### config.mk
export PLATFORM = sky130hd
export DESIGN_NAME = fir_out_stage
export DESIGN_NICKNAME = d
export VERILOG_FILES = /design/src/rtl/fir_pkg.sv /design/src/rtl/fir_out_fifo.sv /design/src/rtl/fir_out_stage.sv
export SDC_FILE = /design/constraint.sdc
export NUM_CORES = 1
export LEC_CHECK = 0
export CORE_ASPECT_RATIO = 0.9
export CORE_MARGIN = 5
export CORE_UTILIZATION = 55
export DETAILED_ROUTE_END_ITERATION = 6
export PLACE_DENSITY = 0.82
export SLEW_MARGIN = 20
export SYNTH_ARGS = -nofsm -noshare
export SYNTH_HDL_FRONTEND = slang
export SYNTH_SLANG_ARGS = --single-unit
### constraint.sdc
create_clock -name clk -period 6.1 [get_ports clk]
set_clock_uncertainty 0.05 [all_clocks]
set_input_delay 1.22 -clock clk [delete_from_list [all_inputs] [get_ports clk]]
set_output_delay 1.22 -clock clk [all_outputs]
set_load 0.05 [all_outputs]
### src/rtl/fir_pkg.sv
`default_nettype none
// ============================================================================
// Module   : fir_pkg
// Purpose  : Shared widths, rounding and saturation constants for the FIR
//            output conditioning stage.
// Revision : 1.0 - initial release
// ============================================================================
package fir_pkg;

    localparam int DEF_IN_W  = 41;
    localparam int DEF_OUT_W = 16;
    localparam int DEF_SHIFT = 15;

    function automatic longint sat_max(input int w);
        return (64'sd1 <<< (w - 1)) - 64'sd1;
    endfunction

    function automatic longint sat_min(input int w);
        return -(64'sd1 <<< (w - 1));
    endfunction

    function automatic longint rnd_const(input int shift);
        return 64'sd1 <<< (shift - 1);
    endfunction

    localparam longint OUT_MAX = sat_max(DEF_OUT_W);
    localparam longint OUT_MIN = sat_min(DEF_OUT_W);
    localparam longint RND     = rnd_const(DEF_SHIFT);

endpackage
`default_nettype wire

### src/rtl/fir_out_fifo.sv
`default_nettype none
// ============================================================================
// Module   : fir_out_fifo
// Purpose  : Small synchronous FIFO; the head is presented combinationally.
// Revision : 1.0 - initial release
// ============================================================================
module fir_out_fifo #(
    parameter int DEPTH = 4,
    parameter int WIDTH = 16
) (
    input  logic                     clk,
    input  logic                     rst,
    input  logic                     push,
    input  logic                     pop,
    input  logic [WIDTH-1:0]         wdata,
    output logic [WIDTH-1:0]         rdata,
    output logic                     full,
    output logic                     empty,
    output logic [$clog2(DEPTH):0]   level
);

    localparam int AW = $clog2(DEPTH);

    logic [WIDTH-1:0] mem [DEPTH];
    logic [AW-1:0]    wr_ptr;
    logic [AW-1:0]    rd_ptr;
    logic             do_push;
    logic             do_pop;

    assign empty   = (level == '0);
    assign full    = (level == (AW+1)'(DEPTH));
    assign do_pop  = pop & ~empty;
    // A full FIFO still accepts a write when the head leaves in the same cycle.
    assign do_push = push & (~full | do_pop);
    assign rdata   = empty ? '0 : mem[rd_ptr];

    always_ff @(posedge clk) begin
        if (do_push) begin
            mem[wr_ptr] <= wdata;
        end
    end

    always_ff @(posedge clk or posedge rst) begin
        if (rst) begin
            wr_ptr <= '0;
            rd_ptr <= '0;
            level  <= '0;
        end else begin
            if (do_push) begin
                wr_ptr <= wr_ptr + 1'b1;
            end
            if (do_pop) begin
                rd_ptr <= rd_ptr + 1'b1;
            end
            case ({do_push, do_pop})
                2'b10:   level <= level + 1'b1;
                2'b01:   level <= level - 1'b1;
                default: level <= level;
            endcase
        end
    end

endmodule
`default_nettype wire

### src/rtl/fir_out_stage.sv
`default_nettype none
// ============================================================================
// Module   : fir_out_stage
// Purpose  : Edge-captures FIR accumulator results, rounds half-up, shifts,
//            saturates and buffers them toward the output consumer.
// Revision : 1.0 - initial release
// ============================================================================
module fir_out_stage
    import fir_pkg::*;
#(
    parameter int IN_W  = DEF_IN_W,
    parameter int OUT_W = DEF_OUT_W,
    parameter int SHIFT = DEF_SHIFT,
    parameter int DEPTH = 4,
    parameter int CNT_W = 16
) (
    input  logic                     clk,
    input  logic                     rst,
    input  logic [IN_W-1:0]          din,
    input  logic                     din_valid,
    output logic [OUT_W-1:0]         dout,
    output logic                     dout_valid,
    input  logic                     dout_ready,
    output logic                     sat_flag,
    input  logic                     sat_clr,
    output logic [CNT_W-1:0]         drop_cnt,
    output logic [$clog2(DEPTH):0]   level
);

    localparam logic signed [IN_W:0] C_MAX = (IN_W+1)'(sat_max(OUT_W));
    localparam logic signed [IN_W:0] C_MIN = (IN_W+1)'(sat_min(OUT_W));
    localparam logic signed [IN_W:0] C_RND = (IN_W+1)'(rnd_const(SHIFT));
    localparam logic [OUT_W-1:0]     Q_MAX = {1'b0, {(OUT_W-1){1'b1}}};
    localparam logic [OUT_W-1:0]     Q_MIN = {1'b1, {(OUT_W-1){1'b0}}};

    logic                   din_valid_q;
    logic                   cap;
    logic signed [IN_W:0]   din_ext;
    logic signed [IN_W:0]   rounded;
    logic                   s1_valid;
    logic signed [IN_W:0]   s1;
    logic                   s2_valid;
    logic [OUT_W-1:0]       s2;
    logic                   sat_hit;
    logic [OUT_W-1:0]       sat_val;
    logic                   pop;
    logic                   fifo_full;
    logic                   fifo_empty;
    logic                   drop;

    assign cap = din_valid & ~din_valid_q;

    // One guard bit keeps the rounding add from overflowing at full scale.
    always_comb begin
        din_ext = $signed({din[IN_W-1], din});
        rounded = (din_ext + C_RND) >>> SHIFT;
    end

    always_comb begin
        sat_hit = 1'b0;
        sat_val = s1[OUT_W-1:0];
        if (s1 > C_MAX) begin
            sat_hit = 1'b1;
            sat_val = Q_MAX;
        end else if (s1 < C_MIN) begin
            sat_hit = 1'b1;
            sat_val = Q_MIN;
        end
    end

    assign pop  = dout_valid & dout_ready;
    assign drop = s2_valid & fifo_full & ~pop;

    always_ff @(posedge clk or posedge rst) begin
        if (rst) begin
            din_valid_q <= 1'b0;
            s1_valid    <= 1'b0;
            s1          <= '0;
            s2_valid    <= 1'b0;
            s2          <= '0;
            sat_flag    <= 1'b0;
            drop_cnt    <= '0;
        end else begin
            din_valid_q <= din_valid;
            s1_valid    <= cap;
            if (cap) begin
                s1 <= rounded;
            end
            s2_valid <= s1_valid;
            if (s1_valid) begin
                s2 <= sat_val;
            end
            // A new saturation event takes priority over a clear request.
            if (s1_valid && sat_hit) begin
                sat_flag <= 1'b1;
            end else if (sat_clr) begin
                sat_flag <= 1'b0;
            end
            if (drop && (drop_cnt != {CNT_W{1'b1}})) begin
                drop_cnt <= drop_cnt + 1'b1;
            end
        end
    end

    fir_out_fifo #(
        .DEPTH (DEPTH),
        .WIDTH (OUT_W)
    ) u_fifo (
        .clk   (clk),
        .rst   (rst),
        .push  (s2_valid),
        .pop   (pop),
        .wdata (s2),
        .rdata (dout),
        .full  (fifo_full),
        .empty (fifo_empty),
        .level (level)
    );

    assign dout_valid = ~fifo_empty;

endmodule
`default_nettype wire
---- After elaboration in Yosys (flattened, before gate mapping) ----
Memories as Yosys holds them, arrays and structs flattened.
Index checks and enable logic that the tools add are counted.
operators by class
  magnitude comparators ................... 2
  bitwise operators ....................... 11
  reductions and logical operators ........ 5
  add/subtract/negate cells ............... 6
  mux-type cells .......................... 10
  equal/unequal tests ..................... 4
operators by type and width
  cell                    count
  $mux 16                 3
  $add 41x16->42 const B  1
  $gt 27x16->1 const B    1
  $lt 27x16->1 const B    1
  $add 16x1->16 const B   1
  $ne 16x16->1 const B    1
  $and 1x1->1             6
  $mux 1                  6
  $pmux 3 s2              1
  $add 2x1->2 const B     2
  $not 1->1               4
  $reduce_bool 2->1       2
  $add 3x1->3 const B     1
  $eq 3x3->1 const B      1
  $logic_not 3->1         1
  $sub 3x1->3 const B     1
  $eq 2x1->1 const B      1
  $eq 2x2->1 const B      1
  $logic_and 1x1->1       2
  $or 1x1->1              1
storage, ports and cells
  output and inout bits ................... 37
  RAM bits ................................ 64
  memories ................................ 1
  register bits ........................... 70
  input port bits ......................... 46
  logic and storage cells ................. 49
memory list
  memory      depth  bits a word  read ports  clocked after Yosys merged registers in  wr ports  RTL line            source
  u_fifo.mem  4      16           1           0                                        1         fir_out_fifo.sv:24  logic [WIDTH-1:0] mem [DEPTH];

---- Longest topological paths before layout ----
Gate-level depths: netlist of the first run.
  word-level depth ........................ 8
  gate-level depth with buffers ........... 10
  gate-level depth less buffers ........... 9

---- Hierarchy ----
A second synthesis of the first run with hierarchy kept.
unflattened totals
  cells, all modules ...................... 478
  area, all modules ....................... 5980.7 um2
modules (own cells, without submodules)
  module         area each (um2)  cells an instance  times used  sequential area each (um2)
  fir_out_stage  3123.0           337                1           1576.5
  fir_out_fifo   2857.7           141                1           2097.0

---- Least setup slack after synthesis of the first run ----
OpenSTA, ideal clock, no wires.
  path kind ............................... reg2out
  start point ............................. reg u_fifo.level[0]
  end point ............................... out dout[10]
  data arrival time ....................... 2.138 ns
  slack ................................... 2.692 ns
  cell stages (with the launch flop) ...... 5
  cell sequence ........................... dfrtp_1 or3_1 clkbuf_1 clkbuf_1 and2_1
between the ends
  cells in the longest elaborated chain, start to end .. 2
RTL lines
  item                    RTL line             source
  from (decl)             fir_out_fifo.sv:19   output logic [$clog2(DEPTH):0] level
  from (signal assigned)  fir_out_fifo.sv:56   2'b10: level <= level + 1'b1;
  from (signal assigned)  fir_out_fifo.sv:57   2'b01: level <= level - 1'b1;
  from (signal assigned)  fir_out_fifo.sv:58   default: level <= level;
  $logic_not 3->1         fir_out_fifo.sv:30   assign empty = (level == '0);
  $mux 16                 fir_out_fifo.sv:35   assign rdata = empty ? '0 : mem[rd_ptr];
  to (decl)               fir_out_stage.sv:21  output logic [OUT_W-1:0] dout,
Every way passes these cells.

---- Worst setup path in the final report of the first run ----
  start point ............................. reg u_fifo.rd_ptr[0]
  end point ............................... out dout[11]
between the ends
  cells in the longest elaborated chain, start to end .. 2
RTL lines
  item                    RTL line            source
  from (decl)             fir_out_fifo.sv:26  logic [AW-1:0] rd_ptr;
  from (signal assigned)  fir_out_fifo.sv:53  rd_ptr <= rd_ptr + 1'b1;
  $mem_v2 4x16            n/a
  $mux 16                 fir_out_fifo.sv:35
Every way passes these cells.

==> out/metrics.csv, run 1 <==
metric;value;unit
syn_inst;472;
clockPowerShare;0.305;
place_congestion;0.825;
grt_overflow;0;
vias_per_cell;5.70;
num_rows;36;
min_path_type;flip-flop to flip-flop;
wl_met2;5.86;mm
die_h;109;um
clock_sinks;134;
cts_resized;0;
fin_crit_sh;0.638;
fin_util;0.679;
boundaryPins;83;
rsz0062_at_grt;no;
avgSynthCellArea;12.6;um^2
worstReg2RegEnd;u_fifo.level[2];
drt_iter0_drc;199;
reg2reg_depth;9;
grt_max_degree;71;
fin_crit;3.89;ns
clk_pin_slew;0.05;ns
dr_total_vias;3916;
routed-wl-met3;503;um
start_kind;flip-flop;
hold_buffers;0;
dieArea;13000;um^2
syn_nets;526;
dp_hpwl;8.06;mm
drive_gt1_frac;0.101;
critPathArrivalTime;2.62;ns
clock.fmax;0.257;GHz
portBuffers;68;
area_growth;22.5;%
grt_pass1_wl;20.0;mm
clk-insertion-delay-late;0.41;ns
nets;595;
cts_max_level;4;
setup_viol;0;
synthFlopType;dfrtp_1;
core-area;10700;um^2
power_frac_comb;0.302;
grt_usage;0.199;
routed_wl;12.0;mm
die-width;120;um
hold_violations;0;
tightest_slew;0.853;ns
final_cells;687;
antenna_found_initial;0;
final_cell_mix;dfrtp_1 (69), clkdlybuf4s50_1 (68), edfxtp_1 (64);
synth.distinct_cells;45;
synth_async_sr_flop_share;0.522;
status;finished, final reports clean;
place_inst;655;
ys_seq_area_frac;0.618;
pwr-share-seq;0.393;
wl_met1;5.46;mm
cts_tree;done;
crit_required;4.83;ns
antenna_cells;0;
mostFrequentLayoutCell;dfrtp_1;
path_class;flip-flop to output pin;
dr.pass1.iters;4;
switchingPower;1.05;mW
syn_area;5940;um^2
cts_buffers;17;
synth-edff-count;64;
drtAntennaViolNets;0;
relSlewSlack;0.432;
worstPathMaxFanout;18;
cts_root_buf;clkbuf_16;
avgRoutedWirePerCell;17.4;um
leakagePower;2.78;nW
endpoint;dout[11];
top_layer_used;met4;
clockBufferDepth;2;
r2r-start;u_fifo.level[0];
fin_tns_setup;0;ns
first_global_vias;3904;
startpoint;u_fifo.rd_ptr[0];
postCtsSetupRepairBufs;0;
max-vdd-ir-drop;0.243;mV
switching_share;0.336;
powerDensity;431;nW/um^2
cap_violations;0;
end_kind;output pin;
initial_core_util;0.554;
ys_ff_latch;134;
r2r_slack;3.38;ns
ys.warnings.count;0;
drv_slew;0;
drc;0;
intPower;2.08;mW
[critical path, stage by stage (launching register included)]
cell and delay (ns):
dfrtp_2 0.73, mux4_2 0.61, and2_1 0.18, clkdlybuf4s50_1 0.69
[flip-flops by register name, summed over array words and instances (netlist names), 2 cells and up]
| name | cells |
|---|---|
| u_fifo.mem | 64 |
| u_fifo.rd_ptr | 2 |
| s2 | 16 |
| u_fifo.wr_ptr | 2 |
| drop_cnt | 16 |
| s1 | 27 |
| u_fifo.level | 3 |
[metrics by stage]
step	power, mW	area (um^2)	worst slack (ns)	hold slack, ns
after global placement	2.16	6710	2.25	0.418
after detailed placement	2.20	6710	2.23	0.422
after global routing	3.29	7280	2.05	0.451
final	3.14	7280	2.21	0.430
after floorplan	1.89	5940	2.69	0.340
after CTS	3.16	7270	1.78	0.437
[worst min-delay path by stage]
stage | to | startpoint | depth (start not counted) | slack [ns]
floorplan | s2_valid | s1_valid | 0 | 0.34
global placement | s1[9] | s1[9] | 2 | 0.42
detailed placement | s1[9] | s1[9] | 2 | 0.42
CTS | s1[9] | s1[9] | 2 | 0.44
global route | s1[9] | s1[9] | 2 | 0.45
finish | s1[9] | s1[9] | 2 | 0.43
[Yosys cell counts, drive strengths merged, types with 13 or more instances]
cell type  count  share of area
xnor2         18          0.027
xor2          14          0.021
dfrtp         70           0.29
and2          22          0.023
o22ai         15          0.016
inv           21          0.013
edfxtp        64           0.32
nand2         32          0.020
nand3         18          0.017
mux4          16          0.061
clkbuf        16          0.010
nor2          32          0.020
nand4         13          0.017
o21ai         28          0.024
[power by group through the flow]
stage	logic, mW	registers, mW	clock network, mW
after floorplan	0.668	1.22	0
after global placement	0.927	1.24	0
after detailed placement	0.948	1.25	0
after CTS	0.957	1.24	0.972
after global routing	1.00	1.26	1.03
final	0.947	1.23	0.958
[routing by layer]
layer  global-route usage  vias to the layer above
met4               0.0703                        0
met3               0.0455                       12
met5                    0                        -
met1                0.268                     1921
li1                     -                     1879
met2                0.323                      104
[area by class of cell]
type / count / area, um^2
Timing Repair Buffer: 69 / 688
Tap cell: 133 / 166
Clock buffer: 22 / 454
Sequential cell: 134 / 3670
Fill cell: 781 / 3440
Inverter: 22 / 82.6
Clock inverter: 10 / 106
Multi-Input combinational cell: 297 / 2110
[logic make-up after synthesis]
group | share of synthesized area
simple gates | 0.153
fa+ha+maj | 0.0181
mux | 0.0680
xor+xnor | 0.0472
buf+inv | 0.0278
flops | 0.618
compound gates | 0.0672
Power figures use the tool's default switching activity.
==> run 2: changes to the inputs <==
- clock period: 6.1 -> 4 ns (I/O delays scaled with it)
==> run 2 against run 1 <==
Net effect:
- wire length decreased by 0.89%
- global-route usage about the same
- sequential power up 49%
- critical path type unchanged
- highest routed layer unchanged
==> out/metrics.csv, run 2 (same netlist as run 1, synthesis figures left out) <==
metric;value;unit;change
cts_tree;done;;unchanged
largest_reg_flops;64;;unchanged
largest_register;u_fifo.mem;;unchanged
grt_max_degree;48;;was 71
regArea;3670;um^2;about the same
top_layer_used;met4;;unchanged
worstPathMaxFanout;17;;was 18
tightest_slew;0.847;ns;was 0.853 ns
clk_pin_slew;0.06;ns;was 0.05 ns
fin_crit;3.40;ns;
max-vdd-ir-drop;0.398;mV;was 0.243 mV
cap_violations;0;;unchanged
dr.pass1.iters;5;;was 4
dieArea;13000;um^2;unchanged
area_growth;23.1;%;was 22.5%
hold_buffers;0;;unchanged
fin_crit_sh;0.849;;
powerDensity;662;nW/um^2;was 431 nW/um^2
grt_overflow;0;;unchanged
die-width;120;um;unchanged
clockBufferDepth;2;;unchanged
vias_per_cell;5.74;;was 5.70
postCtsSetupRepairBufs;0;;unchanged
crit_family;flip-flops;;unchanged
crit_chain;mux4_2 -> and2_1 -> clkdlybuf4s50_1;;unchanged
endpoint;dout[2];;was dout[11]
mostFrequentLayoutCell;dfrtp_1;;unchanged
final_cell_mix;dfrtp_1 (70), clkdlybuf4s50_1 (68), edfxtp_1 (64);;was dfrtp_1 (69), clkdlybuf4s50_1 (68), edfxtp_1 (64)
status;finished, final reports clean;;unchanged
cts_root_buf;clkbuf_16;;unchanged
boundaryPins;83;;unchanged
fin_tns_setup;0;ns;unchanged
drv_slew;0;;unchanged
antenna_cells;0;;unchanged
r2r-start;u_fifo.level[0];;unchanged
clk-insertion-delay-late;0.41;ns;about the same
cts_max_level;4;;unchanged
cts_buffers;17;;unchanged
drtAntennaViolNets;0;;unchanged
min_path_type;flip-flop to flip-flop;;unchanged
drc;0;;unchanged
routed_wl;11.8;mm;was 12.0 mm
cp.depth;3;;unchanged
worstReg2RegEnd;u_fifo.level[2];;unchanged
path_class;flip-flop to output pin;;unchanged
routed-wl-met3;601;um;was 503 um
crit_slowest_cell;dfrtp_1;;was dfrtp_2
num_rows;36;;unchanged
dp_hpwl;7.72;mm;was 8.06 mm
hold_violations;0;;unchanged
grt_usage;0.199;;about the same
core-area;10700;um^2;unchanged
start_kind;flip-flop;;unchanged
r2r_slack;1.28;ns;was 3.38 ns
setup_viol;0;;unchanged
end_kind;output pin;;unchanged
fillers;742;;was 781
avgRoutedWirePerCell;17.2;um;was 17.4 um
die_h;109;um;unchanged
leakagePower;2.80;nW;was 2.78 nW
nets;597;;was 595
top_regs;u_fifo.mem x64, s1 x27;;unchanged
stdcell_area;7310;um^2;was 7280 um^2
drive_gt1_frac;0.113;;was 0.101
cpPeakStageDelay;0.83;ns;was 0.73 ns
initial_core_util;0.554;;unchanged
reg2reg_depth;9;;unchanged
first_global_vias;3931;;was 3904
critPathBufInv;1;;unchanged
multi_input_area;2110;um^2;unchanged
wl_met2;5.87;mm;was 5.86 mm
cts_resized;0;;unchanged
relSlewSlack;0.435;;was 0.432
clock.fmax;0.294;GHz;
clock_sinks;134;;unchanged
critPathArrivalTime;2.55;ns;was 2.62 ns
grt_pass1_wl;20.0;mm;about the same
portBuffers;68;;unchanged
dr_total_vias;3953;;was 3916
rsz0062_at_grt;no;;unchanged
drt_iter0_drc;280;;was 199
place_congestion;0.821;;was 0.825
wl_met1;5.25;mm;was 5.46 mm
antenna_found_initial;0;;unchanged
place_area;6730;um^2;was 6710 um^2
crit_required;3.15;ns;was 4.83 ns
startpoint;u_fifo.rd_ptr[1];;was u_fifo.rd_ptr[0]
-- run 2: changes by cell type in the layout (fill, tap and decap cells not counted), moves of 2 or more --
cell / before / now
clkinv_2: 3 / 5
clkinv_4: 1 / 4
buf_4: 1 / 3
inv_6: 0 / 2
clkinv_1: 3 / 1
clkbuf_1: 4 / 0
-- run 2: layout make-up --
cell class / instances / area share
inverters: 22 / 0.0115
clock inverters: 15 / 0.0212
multi-input cells: 297 / 0.288
flip-flops and latches: 134 / 0.502
well taps: 133 / 0.0228
repair buffers: 71 / 0.0961
clock buffers: 17 / 0.0582
-- run 2: power by group --
part | switching [mW] | total (mW) | internal [mW]
registers | 0.169 | 1.83 | 1.66
clock network | 0.586 | 1.50 | 0.919
logic | 0.907 | 1.50 | 0.598
total | 1.66 | 4.84 | 3.18
-- run 2: through the flow --
step | util | worst slack, ns | hold WS [ns] | total power [mW] | cells
floorplan | - | 1.01 | 0.340 | 2.88 | 472
finish | 0.682 | 0.602 | 0.433 | 4.84 | 689
CTS | 0.682 | 0.583 | 0.438 | 4.87 | 689
global placement | 0.628 | 0.702 | 0.421 | 3.31 | 657
detailed placement | 0.628 | 0.578 | 0.424 | 3.36 | 657
global route | 0.682 | 0.495 | 0.462 | 5.06 | 689
-- run 2: worst register-to-register path, cell delays in order, from the launching register on --
cell,delay (ns)
dfrtp_1,0.43
nor4b_1,0.69
nor2b_1,0.29
inv_1,0.12
ha_1,0.19
inv_1,0.06
fa_1,0.37
xor2_1,0.15
nor2_1,0.11
xor2_1,0.17
-- run 2: worst min path at each step --
stage	startpoint	end	slack [ns]	cells past startpoint
after global routing	s1[11]	s1[11]	0.46	2
after detailed placement	s1[11]	s1[11]	0.42	2
final	s1[11]	s1[11]	0.43	2
after floorplan	s1_valid	s2_valid	0.34	0
after CTS	s1[11]	s1[11]	0.44	2
after global placement	s1[10]	s1[10]	0.42	2
-- run 2: layer usage --
| layer | vias to the layer above | global-route usage |
|---|---|---|
| met2 | 124 | 0.327 |
| met5 | - | 0 |
| met3 | 10 | 0.0492 |
| li1 | 1885 | - |
| met4 | 0 | 0.0548 |
| met1 | 1934 | 0.268 |
